[config.mk]
export PLATFORM = sky130hd
export DESIGN_NAME = regfile_dump_reader
export DESIGN_NICKNAME = d
export VERILOG_FILES = /design/src/rtl/regfile_dump_reader.sv
export SDC_FILE = /design/constraint.sdc
export NUM_CORES = 1
export LEC_CHECK = 0
export CELL_PAD_IN_SITES_DETAIL_PLACEMENT = 0
export CELL_PAD_IN_SITES_GLOBAL_PLACEMENT = 2
export CORE_UTILIZATION = 26
export DETAILED_ROUTE_END_ITERATION = 12
export PLACE_DENSITY_LB_ADDON = 0.1
export SYNTH_ARGS = -nofsm -noshare
export SYNTH_HDL_FRONTEND = slang
export SYNTH_SLANG_ARGS = --single-unit
[constraint.sdc]
create_clock -name clk -period 3.8 [get_ports clk]
set_clock_uncertainty 0.2 [all_clocks]
set_input_delay 0.57 -clock clk [delete_from_list [all_inputs] [get_ports clk]]
set_output_delay 0.57 -clock clk [all_outputs]
set_load 0.005 [all_outputs]
[src/rtl/regfile_dump_reader.sv]
// regfile_dump_reader
//
// Streams the full contents of the register file as (address, data) beats.
// A start pulse launches a walk over the registers, two at a time: one READ
// cycle drives both combinational read ports and captures the pair into local
// buffers, then the two buffered beats go out over a valid/ready handshake.
// The write path of the register file is never touched.
//
// Ports
//   clk, reset            rising-edge clock, synchronous active-high reset
//   start                 single-cycle dump request (ignored while busy)
//   Rs1 / Rs2             read addresses (even / odd register of the pair),
//                         zero outside the READ cycle
//   read_data1/2          combinational read data for Rs1 / Rs2
//   out_valid/out_ready   output beat handshake
//   out_addr/out_data     register index and contents of the current beat
//   out_last              current beat is register NUM_REGS-1
//   busy                  dump in progress
//   done                  one-cycle pulse after the final beat is accepted
module regfile_dump_reader #(
    parameter int NUM_REGS = 32,
    parameter int ADDR_W   = 5,
    parameter int DATA_W   = 32
) (
    input  logic              clk,
    input  logic              reset,
    input  logic              start,
    output logic [ADDR_W-1:0] Rs1,
    output logic [ADDR_W-1:0] Rs2,
    input  logic [DATA_W-1:0] read_data1,
    input  logic [DATA_W-1:0] read_data2,
    output logic              out_valid,
    input  logic              out_ready,
    output logic [ADDR_W-1:0] out_addr,
    output logic [DATA_W-1:0] out_data,
    output logic              out_last,
    output logic              busy,
    output logic              done
);

    localparam int                NUM_PAIRS = NUM_REGS / 2;
    localparam logic [ADDR_W-1:0] LAST_IDX  = ADDR_W'(NUM_PAIRS - 1);

    typedef enum logic [2:0] {
        S_IDLE,
        S_READ,
        S_SEND0,
        S_SEND1,
        S_DONE
    } state_t;

    state_t            state;
    state_t            state_next;
    logic [ADDR_W-1:0] idx;
    logic [ADDR_W-1:0] idx_next;
    logic [DATA_W-1:0] buf0;
    logic [DATA_W-1:0] buf1;
    logic [ADDR_W-1:0] even_addr;
    logic [ADDR_W-1:0] odd_addr;
    logic              last_pair;

    assign even_addr = idx << 1;
    assign odd_addr  = even_addr | ADDR_W'(1);
    assign last_pair = (idx == LAST_IDX);

    // State, pair index and pair buffers. The buffers load only in READ, so
    // a pair is a snapshot of the file taken in exactly that cycle.
    always_ff @(posedge clk) begin
        if (reset) begin
            state <= S_IDLE;
            idx   <= '0;
            buf0  <= '0;
            buf1  <= '0;
        end else begin
            state <= state_next;
            idx   <= idx_next;
            if (state == S_READ) begin
                buf0 <= read_data1;
                buf1 <= read_data2;
            end
        end
    end

    // Next state and outputs; outputs depend only on registered state, idx
    // and buffers, never on start or out_ready.
    always_comb begin
        state_next = state;
        idx_next   = idx;
        Rs1        = '0;
        Rs2        = '0;
        out_valid  = 1'b0;
        out_addr   = '0;
        out_data   = '0;
        out_last   = 1'b0;
        busy       = (state != S_IDLE);
        done       = 1'b0;

        case (state)
            S_IDLE: begin
                if (start) begin
                    state_next = S_READ;
                    idx_next   = '0;
                end
            end
            S_READ: begin
                Rs1        = even_addr;
                Rs2        = odd_addr;
                state_next = S_SEND0;
            end
            S_SEND0: begin
                out_valid = 1'b1;
                out_addr  = even_addr;
                out_data  = buf0;
                if (out_ready) begin
                    state_next = S_SEND1;
                end
            end
            S_SEND1: begin
                out_valid = 1'b1;
                out_addr  = odd_addr;
                out_data  = buf1;
                out_last  = last_pair;
                if (out_ready) begin
                    if (last_pair) begin
                        state_next = S_DONE;
                    end else begin
                        idx_next   = idx + ADDR_W'(1);
                        state_next = S_READ;
                    end
                end
            end
            S_DONE: begin
                done       = 1'b1;
                state_next = S_IDLE;
            end
            default: begin
                state_next = S_IDLE;
            end
        endcase
    end

endmodule

==> flow_metrics.env <==
export IMPL_p_seq_share_pct=41.7
export IMPL_ant_nets=0
export IMPL_drc_errors=0
export IMPL_cp_end_kind="output pin"
export IMPL_leakagePower_nw=1.69
export IMPL_hold_viol=0
export IMPL_routabilityCongestion=0.711
export IMPL_multiInputGateArea_mm2=0.00157
export IMPL_cp_slowest_cell="dfxtp_1"
export IMPL_p_sw_mw=0.491
export IMPL_setup_viol=0
export IMPL_final_cell_mix="nand2_1 (129), clkdlybuf4s50_1 (116), dfxtp_1 (71)"
export IMPL_postLayoutCoreUtil_pct=39.3
export IMPL_critPathArrivalTime_ns=2.28
export IMPL_path_max_fanout=33
export IMPL_core_area_mm2=0.0121
export IMPL_fill_cells=1249
export IMPL_path_clk_slew_ns=0.06
export IMPL_antenna_found_initial=0
export IMPL_first_pass_iters=4
export IMPL_synth_ff_type="dfxtp_1"
export IMPL_ios=119
export IMPL_dieArea_mm2=0.0129
export IMPL_crit_chain="nand2b_2 -> inv_1 -> and2_1 -> clkdlybuf4s50_1"
export IMPL_cts_resized=0
export IMPL_drv_slew=0
export IMPL_syn_to_final_growth_pct=47.0
export IMPL_root_buffer="clkbuf_16"
export IMPL_ys_seq_elements=72
export IMPL_synth_net_count=487
export IMPL_wl_per_cell_um=13.1
export IMPL_nNetsFinal=582
export IMPL_gr_total_overflow=0
export IMPL_synth_async_reset_ratio_pct=0
export IMPL_min_period_ns=3.05
export IMPL_drt_total_wl_um=8960
export IMPL_drt_iter0_markers=77
export IMPL_fin_ws_ns=0.753
export IMPL_num_rows=40
export IMPL_place_inst=669
export IMPL_worstReg2RegEnd="buf1[21]$_SDFFE_PP0N_"
export IMPL_synth_edf_count=0
export IMPL_antennaDiodeCount=0
export IMPL_preCtsSetupSlack_ns=1.07
export IMPL_crit_required_ns=3.03
export IMPL_postPlaceCellArea_mm2=0.00444
export IMPL_cts_buffers_inserted=9
export IMPL_yosysSeqAreaShare_pct=44.7
export IMPL_synthDistinctLibCells=32
export IMPL_rsz0062_at_grt="false"
export IMPL_crit_path_start_kind="register"
export IMPL_ff2ff_setup_slack_ns=1.55
export IMPL_die_h_um=113
export IMPL_status="finished clean"
export IMPL_relSlewSlack_pct=50.0
export IMPL_hp_class="reg2reg"
export IMPL_dp_hpwl_um=5680
export IMPL_critPathBufInv=2
export IMPL_cts_tree="yes"
export IMPL_clk_latency_ns=0.33
export IMPL_critical_path_top_delay_family="buffers and inverters"
export IMPL_numPortBuffers=117
export IMPL_synthCells=417
export IMPL_regArea_mm2=0.00144
export IMPL_p_per_area_mw_per_mm2=417
export IMPL_clock_path_buffers=2
export IMPL_cp_slowest_stage_delay_ns=0.52
export IMPL_reg2reg_depth=5
export IMPL_maxCapViolations=0
export IMPL_setup_tns_ns=0
export IMPL_fin_area_mm2=0.00474
export IMPL_grt_max_degree=65
export IMPL_combPwrFrac_pct=15.0
export IMPL_hold_start="buf0[28]$_SDFFE_PP0N_"
export IMPL_max_freq_ghz=0.328
export IMPL_grt_usage_pct=14.4
export IMPL_worstHoldPathCells=2
export IMPL_clockPowerShare_pct=43.2
export IMPL_switching_share_pct=24.8
export IMPL_whs_ns=0.252
export IMPL_via_per_inst=4.35
export IMPL_grt_pass1_vias=2955
export IMPL_min_period_over_period_pct=80.2
export IMPL_worstSetupPathType="reg2out"
export IMPL_min_to="buf0[28]$_SDFFE_PP0N_"
export IMPL_yosysWarnings=0
export IMPL_r2r_start="state[1]$_SDFFE_PP0P_"
export IMPL_final_common_cell="nand2_1"
export IMPL_power_mw=1.98
export IMPL_synthesis_area_mm2=0.00323
export IMPL_grt_pass1_wl_um=14500
export IMPL_start_util_pct=26.7
export IMPL_num_vias=2983
export IMPL_peakVddDrop_mv=0.157
export IMPL_tightest_slew_ns=0.750
export IMPL_internal_power_mw=1.49
export IMPL_numClockSinks=72
export IMPL_hold_buffers=0
export IMPL_drive_gt1_share_pct=5.03
export IMPL_instances_no_fill=685
export IMPL_crit_path_start="state[1]$_SDFFE_PP0P_"
export IMPL_synth_avg_cell_area_um2=7.74
export IMPL_post_cts_buffers=0
export IMPL_dieWidth_um=113
export IMPL_htree_num_levels=3
worst max path at each step:
stage | endpoint | cells after the start
after floorplan | Rs2[1] | 7
after global placement | out_addr[4] | 4
after detailed placement | out_addr[2] | 4
after CTS | out_addr[2] | 4
after global routing | out_addr[1] | 4
final | out_addr[2] | 4
flip-flops by register name (all words and copies together), names as in the netlist:
register,flops
buf0,32
buf1,32
idx,5
state,3
routing by layer:
| metal | track usage (%) | share of wire, % | vias to the layer above |
|---|---|---|---|
| met5 | 0 | 0 | - |
| li1 | - | - | 1541 |
| met2 | 23.7 | 47 | 77 |
| met4 | 6.58 | 1.8 | 0 |
| met1 | 18.3 | 47 | 1353 |
| met3 | 2.87 | 4.3 | 12 |
synthesized netlist by cell type, types with 2 or more instances:
cell type / count / area [µm²]
nand2_1: 129 / 484
dfxtp_1: 72 / 1440
a21oi_1: 66 / 330
nor2_1: 35 / 131
mux2i_1: 32 / 320
buf_2: 18 / 90.1
clkbuf_1: 12 / 45.0
and2_1: 10 / 62.6
inv_1: 6 / 22.5
buf_4: 5 / 37.5
a22o_1: 3 / 26.3
buf_6: 2 / 22.5
ha_1: 2 / 25.0
nand3_1: 2 / 10.0
nor2b_1: 2 / 12.5
nor3_1: 2 / 10.0
nor3b_1: 2 / 15.0
nor4bb_1: 2 / 20.0
o21ai_0: 2 / 10.0
power groups by stage:
| stage | Clock [mW] | Combinational [mW] | Sequential (mW) |
|---|---|---|---|
| CTS | 0.875 | 0.307 | 0.827 |
| global route | 0.919 | 0.331 | 0.833 |
| finish | 0.855 | 0.298 | 0.826 |
| floorplan | 0 | 0.179 | 0.835 |
| global placement | 0 | 0.305 | 0.841 |
| detailed placement | 0 | 0.305 | 0.843 |
logic make-up after synthesis:
kind of cell    synth area share, %
other cells                   0.116
compound gates                 13.2
flops                          44.7
simple gates                   24.0
mux                            10.3
fa+ha+maj                     0.776
buf+inv                        6.87
tightest hold or removal path: cells and delay by family, from the launching register on:
kind,cells,cell delay (ns)
DFF,1,0.30
AOI/OAI and AO/OA,1,0.05
and+or+nand+nor,1,0.05
area by class of cell:
type | count | area share, %
tap | 168 | 4.43
timing repair buffer | 121 | 25.2
sequential | 72 | 30.4
clock buffer | 13 | 5.49
clock inverter | 3 | 0.845
inverter | 7 | 0.554
multi-input combinational | 301 | 33.0
No activity file was read; power rests on OpenSTA's default activity.
